$ cat config.mk
export PLATFORM = sky130hd
export DESIGN_NAME = alarm_ring_sequencer_flat
export DESIGN_NICKNAME = d
export VERILOG_FILES = /design/src/rtl/alarm_ring_sequencer_if.sv /design/src/rtl/alarm_ring_sequencer.sv /design/src/flat_wrapper.sv
export SDC_FILE = /design/constraint.sdc
export NUM_CORES = 1
export LEC_CHECK = 0
export ABC_CLOCK_PERIOD_IN_PS = 1630
export CAP_MARGIN = 20
export CORE_MARGIN = 2
export CORE_UTILIZATION = 46
export CTS_CLUSTER_SIZE = 8
export DETAILED_ROUTE_END_ITERATION = 12
export GPL_TIMING_DRIVEN = 1
export PLACE_DENSITY_LB_ADDON = 0.2
export SETUP_SLACK_MARGIN = 0.02
export SLEW_MARGIN = 20
export SYNTH_ARGS = -nofsm -noshare
export SYNTH_HDL_FRONTEND = slang
export SYNTH_SLANG_ARGS = --single-unit
$ cat constraint.sdc
create_clock -name clk -period 1.63 [get_ports clk]
set_input_delay 0.2445 -clock clk [delete_from_list [all_inputs] [get_ports clk]]
set_output_delay 0.2445 -clock clk [all_outputs]
set_load 0.1 [all_outputs]
$ cat src/rtl/alarm_ring_sequencer_if.sv
// Signal bundle between the alarm ring sequencer and its time source, buttons and alarm pin.
// The master side drives time, load and button inputs; the slave side is the sequencer.
interface alarm_ring_sequencer_if;
    logic       sec_tick;
    logic [4:0] cur_hours;
    logic [5:0] cur_minutes;
    logic [4:0] set_hours;
    logic [5:0] set_minutes;
    logic       set_load;
    logic       arm_en;
    logic       snooze_btn;
    logic       stop_btn;
    logic       alarm_out;
    logic       ringing;
    logic       snoozing;
    logic [2:0] snooze_cnt;
    logic       set_err;
    logic [1:0] state_dbg;

    modport master (
        output sec_tick, cur_hours, cur_minutes, set_hours, set_minutes, set_load,
        output arm_en, snooze_btn, stop_btn,
        input  alarm_out, ringing, snoozing, snooze_cnt, set_err, state_dbg
    );

    modport slave (
        input  sec_tick, cur_hours, cur_minutes, set_hours, set_minutes, set_load,
        input  arm_en, snooze_btn, stop_btn,
        output alarm_out, ringing, snoozing, snooze_cnt, set_err, state_dbg
    );
endinterface

$ cat src/rtl/alarm_ring_sequencer.sv
// Alarm ring/snooze/stop sequencer: stores the alarm time, fires on the match edge and runs the ring/snooze loop.
// Optional macro ALARM_BEEP_EN turns the steady ring into a 1 s on / 1 s off beep.
module alarm_ring_sequencer #(
    parameter int RING_SECS   = 60,
    parameter int SNOOZE_MINS = 5,
    parameter int MAX_SNOOZE  = 3
) (
    input logic                   clk,
    input logic                   rst,
    alarm_ring_sequencer_if.slave bus
);
    localparam int SNZ_TICKS = SNOOZE_MINS * 60;
    localparam int RT_W      = $clog2(RING_SECS + 1);
    localparam int ST_W      = $clog2(SNZ_TICKS + 1);

    typedef enum logic [1:0] {
        S_IDLE    = 2'd0,
        S_RINGING = 2'd1,
        S_SNOOZE  = 2'd2
    } state_t;

    state_t            state_q, state_d;
    logic [RT_W-1:0]   ring_timer_q, ring_timer_d;
    logic [ST_W-1:0]   snz_timer_q, snz_timer_d;
    logic [2:0]        snooze_cnt_q, snooze_cnt_d;
    logic [4:0]        alarm_h_q, alarm_h_d;
    logic [5:0]        alarm_m_q, alarm_m_d;
    logic              match_q, match_d;
    logic              set_err_q, set_err_d;
    logic              alarm_out_q, alarm_out_d;
    logic              ringing_q, ringing_d;
    logic              snoozing_q, snoozing_d;

    logic match, trigger, load_ok, can_snooze, ring_done;

    always_comb begin
        match      = (bus.cur_hours == alarm_h_q) && (bus.cur_minutes == alarm_m_q);
        trigger    = match && !match_q && bus.arm_en && (state_q == S_IDLE);
        load_ok    = (bus.set_hours < 5'd24) && (bus.set_minutes < 6'd60);
        can_snooze = snooze_cnt_q < 3'(MAX_SNOOZE);
        ring_done  = bus.sec_tick && (ring_timer_q == RT_W'(RING_SECS - 1));

        state_d      = state_q;
        ring_timer_d = ring_timer_q;
        snz_timer_d  = snz_timer_q;
        snooze_cnt_d = snooze_cnt_q;
        match_d      = match;
        set_err_d    = bus.set_load && !load_ok;
        alarm_h_d    = alarm_h_q;
        alarm_m_d    = alarm_m_q;

        // Loads are independent of the sequencer: they never touch state or timers.
        if (bus.set_load && load_ok) begin
            alarm_h_d = bus.set_hours;
            alarm_m_d = bus.set_minutes;
        end

        if (!bus.arm_en) begin
            state_d      = S_IDLE;
            snooze_cnt_d = '0;
        end else begin
            case (state_q)
                S_IDLE: begin
                    if (trigger) begin
                        state_d      = S_RINGING;
                        ring_timer_d = '0;
                        snooze_cnt_d = '0;
                    end
                end
                S_RINGING: begin
                    if (bus.stop_btn) begin
                        state_d      = S_IDLE;
                        snooze_cnt_d = '0;
                    end else if (bus.snooze_btn && can_snooze) begin
                        state_d      = S_SNOOZE;
                        snooze_cnt_d = snooze_cnt_q + 3'd1;
                        snz_timer_d  = ST_W'(SNZ_TICKS);
                    end else if (bus.sec_tick) begin
                        ring_timer_d = ring_timer_q + 1'b1;
                        // Window expired: auto-snooze while snoozes remain, otherwise give up
                        // and keep snooze_cnt visible until the next trigger.
                        if (ring_done) begin
                            if (can_snooze) begin
                                state_d      = S_SNOOZE;
                                snooze_cnt_d = snooze_cnt_q + 3'd1;
                                snz_timer_d  = ST_W'(SNZ_TICKS);
                            end else begin
                                state_d = S_IDLE;
                            end
                        end
                    end
                end
                S_SNOOZE: begin
                    if (bus.stop_btn) begin
                        state_d      = S_IDLE;
                        snooze_cnt_d = '0;
                    end else if (bus.sec_tick) begin
                        snz_timer_d = snz_timer_q - 1'b1;
                        if (snz_timer_q == ST_W'(1)) begin
                            state_d      = S_RINGING;
                            ring_timer_d = '0;
                        end
                    end
                end
                default: begin
                    state_d = S_IDLE;
                end
            endcase
        end

        ringing_d  = (state_d == S_RINGING);
        snoozing_d = (state_d == S_SNOOZE);
`ifdef ALARM_BEEP_EN
        if (state_d != S_RINGING) begin
            alarm_out_d = 1'b0;
        end else if (state_q != S_RINGING) begin
            alarm_out_d = 1'b1;
        end else if (bus.sec_tick) begin
            alarm_out_d = !alarm_out_q;
        end else begin
            alarm_out_d = alarm_out_q;
        end
`else
        alarm_out_d = (state_d == S_RINGING);
`endif
    end

    always_ff @(posedge clk) begin
        if (rst) begin
            state_q      <= S_IDLE;
            ring_timer_q <= '0;
            snz_timer_q  <= '0;
            snooze_cnt_q <= '0;
            alarm_h_q    <= '0;
            alarm_m_q    <= '0;
            match_q      <= 1'b0;
            set_err_q    <= 1'b0;
            alarm_out_q  <= 1'b0;
            ringing_q    <= 1'b0;
            snoozing_q   <= 1'b0;
        end else begin
            state_q      <= state_d;
            ring_timer_q <= ring_timer_d;
            snz_timer_q  <= snz_timer_d;
            snooze_cnt_q <= snooze_cnt_d;
            alarm_h_q    <= alarm_h_d;
            alarm_m_q    <= alarm_m_d;
            match_q      <= match_d;
            set_err_q    <= set_err_d;
            alarm_out_q  <= alarm_out_d;
            ringing_q    <= ringing_d;
            snoozing_q   <= snoozing_d;
        end
    end

    assign bus.alarm_out  = alarm_out_q;
    assign bus.ringing    = ringing_q;
    assign bus.snoozing   = snoozing_q;
    assign bus.snooze_cnt = snooze_cnt_q;
    assign bus.set_err    = set_err_q;
    assign bus.state_dbg  = state_q;
endmodule
$ cat src/flat_wrapper.sv
// flat-port wrapper written by rule: the top's interface ports become plain ports
module alarm_ring_sequencer_flat 
#(
    parameter int RING_SECS   = 60,
    parameter int SNOOZE_MINS = 5,
    parameter int MAX_SNOOZE  = 3
)
  (clk, rst, bus_sec_tick, bus_cur_hours, bus_cur_minutes, bus_set_hours, bus_set_minutes, bus_set_load, bus_arm_en, bus_snooze_btn, bus_stop_btn, bus_alarm_out, bus_ringing, bus_snoozing, bus_snooze_cnt, bus_set_err, bus_state_dbg);
  alarm_ring_sequencer_if bus_i ();
  input logic clk;
  input logic rst;
  input wire logic [$bits(bus_i.sec_tick)-1:0] bus_sec_tick;
  input wire logic [$bits(bus_i.cur_hours)-1:0] bus_cur_hours;
  input wire logic [$bits(bus_i.cur_minutes)-1:0] bus_cur_minutes;
  input wire logic [$bits(bus_i.set_hours)-1:0] bus_set_hours;
  input wire logic [$bits(bus_i.set_minutes)-1:0] bus_set_minutes;
  input wire logic [$bits(bus_i.set_load)-1:0] bus_set_load;
  input wire logic [$bits(bus_i.arm_en)-1:0] bus_arm_en;
  input wire logic [$bits(bus_i.snooze_btn)-1:0] bus_snooze_btn;
  input wire logic [$bits(bus_i.stop_btn)-1:0] bus_stop_btn;
  output wire logic [$bits(bus_i.alarm_out)-1:0] bus_alarm_out;
  output wire logic [$bits(bus_i.ringing)-1:0] bus_ringing;
  output wire logic [$bits(bus_i.snoozing)-1:0] bus_snoozing;
  output wire logic [$bits(bus_i.snooze_cnt)-1:0] bus_snooze_cnt;
  output wire logic [$bits(bus_i.set_err)-1:0] bus_set_err;
  output wire logic [$bits(bus_i.state_dbg)-1:0] bus_state_dbg;
  assign bus_i.sec_tick = bus_sec_tick;
  assign bus_i.cur_hours = bus_cur_hours;
  assign bus_i.cur_minutes = bus_cur_minutes;
  assign bus_i.set_hours = bus_set_hours;
  assign bus_i.set_minutes = bus_set_minutes;
  assign bus_i.set_load = bus_set_load;
  assign bus_i.arm_en = bus_arm_en;
  assign bus_i.snooze_btn = bus_snooze_btn;
  assign bus_i.stop_btn = bus_stop_btn;
  assign bus_alarm_out = bus_i.alarm_out;
  assign bus_ringing = bus_i.ringing;
  assign bus_snoozing = bus_i.snoozing;
  assign bus_snooze_cnt = bus_i.snooze_cnt;
  assign bus_set_err = bus_i.set_err;
  assign bus_state_dbg = bus_i.state_dbg;
  alarm_ring_sequencer #(.RING_SECS(RING_SECS), .SNOOZE_MINS(SNOOZE_MINS), .MAX_SNOOZE(MAX_SNOOZE)) u_core (.clk(clk), .rst(rst), .bus(bus_i));
endmodule
Word-level counts from Yosys, hierarchy flattened:

Cells that the tools add are included.

* register bits: 35
* logic and storage cells: 92
* bits of input ports: 29
* output and inout port bits: 9

* reductions and logical operators: 18
* $lt $le $gt $ge: 3
* equality and inequality tests: 22
* $add $sub $neg: 3
* bitwise gates (word level): 1
* multiplexer cells: 35

Operator list (count)
* $mux 9: 7
* $mux 6: 7
* $mux 3: 7
* $mux 2: 10
* $pmux 6 s3: 1
* $pmux 9 s2: 1
* $ne 2x2->1 const B: 6
* $eq 9x1->1 const B: 1
* $logic_and 1x1->1: 9
* $pmux 3 s3: 1
* $reduce_and 9->1: 1
* $sub 9x1->9 const B: 1
* $ne 4x2->1 const B: 2
* $reduce_and 8->1: 1
* $add 6x1->6 const B: 1
* $eq 6x6->1: 1
* $eq 6x6->1 const B: 1
* $lt 6x6->1 const B: 1
* $ne 3x1->1 const B: 2
* $pmux 2 s3: 1
* $reduce_and 6->1: 1
* $eq 5x5->1: 1
* $lt 5x5->1 const B: 1
* $eq 2x1->1 const B: 2
* other kinds (12): 15

Depth between registers and ports, before layout:

* depth after elaboration: 9
* mapped depth: 6
* mapped depth without buffers: 6

Least setup slack after synthesis:

No wires, ideal clock.

* path kind: reg2reg
* start point: register u_core.state_q[1] (netlist: u_core.bus.state_dbg[1])
* end point: register u_core.snz_timer_q[7]
* stages on the path, launching flop included: 7
* library setup time: 127 ps
* path buffers: 1
* required time: 1503 ps
* slack: -736 ps
* data arrival time: 2239 ps
* period minus slack after synthesis: 2366 ps
* cell sequence: dfxtp_1 -> buf_6 -> nand3b_1 -> or4b_1 -> nor3_2 -> xnor2_1 -> nor2_1

* longest elaborated chain between the ends: 3
* elaborated cells between the ends (all ways): 11
* those cells by class: 8 x eq/ne; 1 x mux; 2 x reduce/logical

RTL lines
* start: declaration: line alarm_ring_sequencer.sv:22 `state_t state_q, state_d;`
* start signal: assignment: line alarm_ring_sequencer.sv:142 `state_q <= state_d;`
* $eq 2x1->1 / $eq 2x2->1 (equally long branches): line alarm_ring_sequencer.sv:62 `case (state_q)`
* $ne 3x1->1 (no line) (tied with other cells)
* $reduce_and 8->1 (no line)
* end signal: assignment: line alarm_ring_sequencer.sv:144 `snz_timer_q <= snz_timer_d;`
* end: declaration: line alarm_ring_sequencer.sv:24 `logic [ST_W-1:0] snz_timer_q, snz_timer_d;`

Parallel ways exist; a longest one is shown, timed or not.
A chain may end at the register's enable or synchronous reset.

Final worst setup path:

* start point: register u_core.snz_timer_q[4]
* end point: register u_core.ring_timer_q[4]

* longest elaborated chain between the ends: 3

RTL lines
* $eq 9x1->1: line alarm_ring_sequencer.sv:99 `if (snz_timer_q == ST_W'(1)) begin`
* $ne 2x1->1 (no line)
* $reduce_and 9->1 (no line)
* end signal: assignment: line alarm_ring_sequencer.sv:143 `ring_timer_q <= ring_timer_d;`
* end: declaration: line alarm_ring_sequencer.sv:23 `logic [RT_W-1:0] ring_timer_q, ring_timer_d;`

Every way passes these cells.

==> key figures <==
Run status
  • Status: finished with violations
  • Failing checks: setup timing

Placement
  • I/O Buffers: 37
  • Area after DPL: about 2800 um2
  • DP HPWL: 3810 um
  • GPL Wtd Cong: 0.902

Yosys
  • Cell taking the most area after synthesis: dfxtp_1
  • Syn Nets: between 200 and 250
  • Synth top area share: between 30% and 40%
  • Synth top area cells: dfxtp_1 (37%), mux2i_1 (5.8%), nor2_1 (5.2%)
  • Post-synthesis cell count: approximately 220
  • Yosys warnings: 0
  • Cell variety after synth: between 50 and 60
  • Mean post-synth cell area: 8.79 um2
  • #FFs+latches synth: 35
  • Post-Syn Area: between 1500 and 2000 um2
  • Seq/Total Area, Yosys: 37.1%

STA
  • Slew margin rel.: about three quarters
  • Setup WS post-layout: -0.245 ns
  • Fin. Hold Viols: 0
  • Tcrit/Tclk final: 115%
  • Tightest Pin Transition: between 0.3 and 0.4 ns
  • Final number of setup-violating endpoints: 15
  • Final Skew: 0.0117 ns
  • Worst hold slack: roughly 0.54 ns
  • Max Clk Rate: about 0.53 GHz
  • Final Slew Violations: 0
  • Final min period: approximately 1.9 ns
  • Unrepaired setup endpoints after global routing: yes

Worst hold path
  • Worst Hold Class: input pin to register
  • HP Start: bus_set_load

Setup path
  • FF-to-FF Start: u_core.snz_timer_q[4]
  • Crit path from: u_core.snz_timer_q[4]
  • Critical path data required time: about 1.9 ns
  • CP Cell Sequence: nor4_4 > nand4b_1 > a211o_1 > or3_1 > a31oi_1
  • Slowest cell on the critical path: a211o_1
  • FF-to-FF End: u_core.ring_timer_q[4]
  • Worst setup path class: register to register
  • Arr. time, crit path: roughly 2.1 ns
  • CP max stage delay: about 0.39 ns
  • Largest fanout on the critical path: 3
  • Number of cells on the worst reg-to-reg path: 5
  • CP Launch Type: register
  • Reg2reg setup slack: -0.25 ns
  • Critical Path End: u_core.ring_timer_q[4]
  • Crit path capture type: register

Clock network
  • Hold_buf cts: 0
  • Worst-Skew Late Latency: 0.31 ns
  • H-Tree Depth: 2
  • Reg clk slew, reported paths: roughly 0.08 ns
  • Clock Sinks: 35
  • Clock buffer depth: 2
  • Num CTS Buffers: 5
  • Root Buffer: clkbuf_8
  • CTS tree: done

Drt
  • DR vias/cell: around 5.8
  • Initial DRT Pass Iterations: 4
  • Drt first-iter violations: 160
  • Drt wl/cell: 17.5 um
  • Drc violations: 0
  • Post-route ant nets: 0
  • DR vias: ~2,100
  • Post-Route WL: roughly 6300 um

Power
  • Comb pwr share: between 15 and 20%
  • Final Total Pwr: approximately 1.8 mW
  • Clock Power Share: between 30% and 40%
  • Sequential share of power: 48.2%
  • Peak VDD IR: between 0.4 and 0.5 mV
  • NetSw: ~0.51 mW
  • Internal power: roughly 1.3 mW
  • P_leak: 1.32 nW
  • Switching share of power: between 20% and 30%
  • Cell area power density: about 560 nW/um2

Die
  • Num rows: 23
  • CORE AREA: slightly below 4000 um2
  • Height of the die: between 60 and 70 um
  • Die ar.: 4640 um2
  • IO Pins: 38
  • Initial Utilization: a little under half
  • Die width: between 60 and 70 um

Cells and area
  • Final nets: about 340
  • # diodes: 0
  • Layout filler cell count: 242
  • Final instance area: 3280 um2
  • Layout Area Growth over Synthesis: 73.6%
  • Layout cells sized above 1: between 40% and 50%

Job
  • MaxCap Viol Count: 0

GRT
  • All-layer global routing usage: between 20% and 30%
  • Vias in the first global route: ~2,100
  • Gr ovfl total: 0
  • Initial antenna violation count: 0
  • Global-route wire length before repair: 9380 um
  • Largest net degree at the start of global routing: 14
==> area by class of cell <==
type / count / area [um2] / area share [%]
clock buffers: 5 / 68.8 / 2.10
clock inverters: 3 / 15.0 / 0.458
inverters: 5 / 18.8 / 0.572
multi-input cells: 167 / 1430 / 43.7
flip-flops and latches: 35 / 738 / 22.5
well taps: 50 / 62.6 / 1.91
repair buffers: 97 / 943 / 28.8
==> sequential cells by signal (all words and copies together) (netlist names) <==
name,count
u_core.snz_timer_q,9
u_core.alarm_m_q,6
u_core.bus.state_dbg,2
u_core.match_q,1
u_core.bus.snooze_cnt,3
u_core.bus.snoozing,1
u_core.bus.alarm_out,1
u_core.alarm_h_q,5
u_core.bus.set_err,1
u_core.ring_timer_q,6
==> power by group through the flow <==
stage               registers, mW  logic, mW  clock network, mW
finish                      0.882      0.313              0.636
global route                0.884      0.332              0.680
CTS                         0.883      0.278              0.628
detailed placement          0.897      0.249                  0
global placement            0.896      0.244                  0
floorplan                   0.900      0.103                  0
==> worst max-delay path, delay by kind of cell (launching register included) <==
family	cells	cell delay (ns)
flops	1	0.34
compound gates	2	0.59
simple gates	3	0.88
==> how the worst min path moves through the flow <==
stage / slack, ns / depth (start not counted) / end
3_3_place_gp: 0.45 / 1 / u_core.snz_timer_q[8]
5_1_grt: 0.56 / 2 / u_core.ring_timer_q[5]
3_5_place_dp: 0.46 / 1 / u_core.snz_timer_q[8]
2_1_floorplan: 0.31 / 1 / u_core.bus.state_dbg[1]
6_report: 0.54 / 2 / u_core.bus.set_err
4_1_cts: 0.47 / 1 / u_core.snz_timer_q[8]
==> cell usage after synthesis, drive strengths merged <==
cell type	count
and3	4
a22oi	2
a21bo	1
xnor2	3
nand2b	7
xor2	11
o2bb2ai	1
nor4	7
a311oi	4
a41oi	1
nor2	26
and2b	1
nand3b	3
a31oi	5
a21oi	17
clkbuf	2
a211oi	6
or2b	2
nor3	6
o2111ai	1
mux2i	11
a211o	1
and4b	1
o31ai	2
inv	5
nor2b	2
nand4	3
o21ai	3
or2	1
or4b	3
nand2	9
dfxtp	35
o21a	1
or3	2
and4	2
ha	4
a32oi	1
nand3	6
nand4b	1
o211ai	2
nor3b	1
buf	6
o21bai	2
a21o	1
==> layer usage <==
metal  vias up  routed length [um]  GRT usage (%)
li1        979                   -              -
met1      1018                2390           29.0
met2        83                3410           50.6
met3        22                 309           7.40
met4         0                 221           15.5
met5         -                   0              0
==> placed cells by master (no fill, tap or decap), types with 6 or more instances in the layout <==
cell type	instances
a21oi_2	8
buf_6	6
dlygate4sd2_1	12
nand2_1	9
nand2b_1	7
dfxtp_2	9
xor2_2	10
a21oi_1	7
clkdlybuf4s50_1	16
dfxtp_4	7
mux2i_1	11
buf_4	52
nor2_1	24
buf_12	11
dfxtp_1	19
==> cell families (layout without fill, tap and decap cells) <==
| logic type | Yosys count | count (layout) | synth area share (%) |
|---|---|---|---|
| AND/OR/NAND/NOR | 87 | 87 | 25.8 |
| AO/OA/AOI/OAI | 51 | 51 | 18.2 |
| flip-flops | 35 | 35 | 37.1 |
| XOR/XNOR | 14 | 14 | 6.49 |
| buffers and inverters | 13 | 110 | 3.91 |
| multiplexers | 11 | 11 | 5.83 |
| adder cells (fa/ha/maj) | 4 | 4 | 2.65 |
==> through the flow <==
| stage | setup TNS [ns] | utilization, % | cells | setup slack [ns] |
|---|---|---|---|---|
| 6_report | -1.39 | 82.6 | 362 | -0.245 |
| 5_1_grt | -2.52 | 82.6 | 362 | -0.300 |
| 4_1_cts | -0.627 | 78.3 | 359 | -0.180 |
| 3_5_place_dp | -6.03 | 70.4 | 345 | -0.390 |
| 3_3_place_gp | -5.46 | 70.4 | 345 | -0.366 |
| 2_1_floorplan | -1.13 | - | 215 | -0.168 |
==> timing repair <==
action | in CTS | in global routing
pin swaps | 29 | 35
setup buffers | 6 | 4
endpoints found under the setup margin | 20 | 22
cloned | 0 | 0
gates resized for setup | 52 | 33
Note: power is estimated with default switching activity, not from simulation.
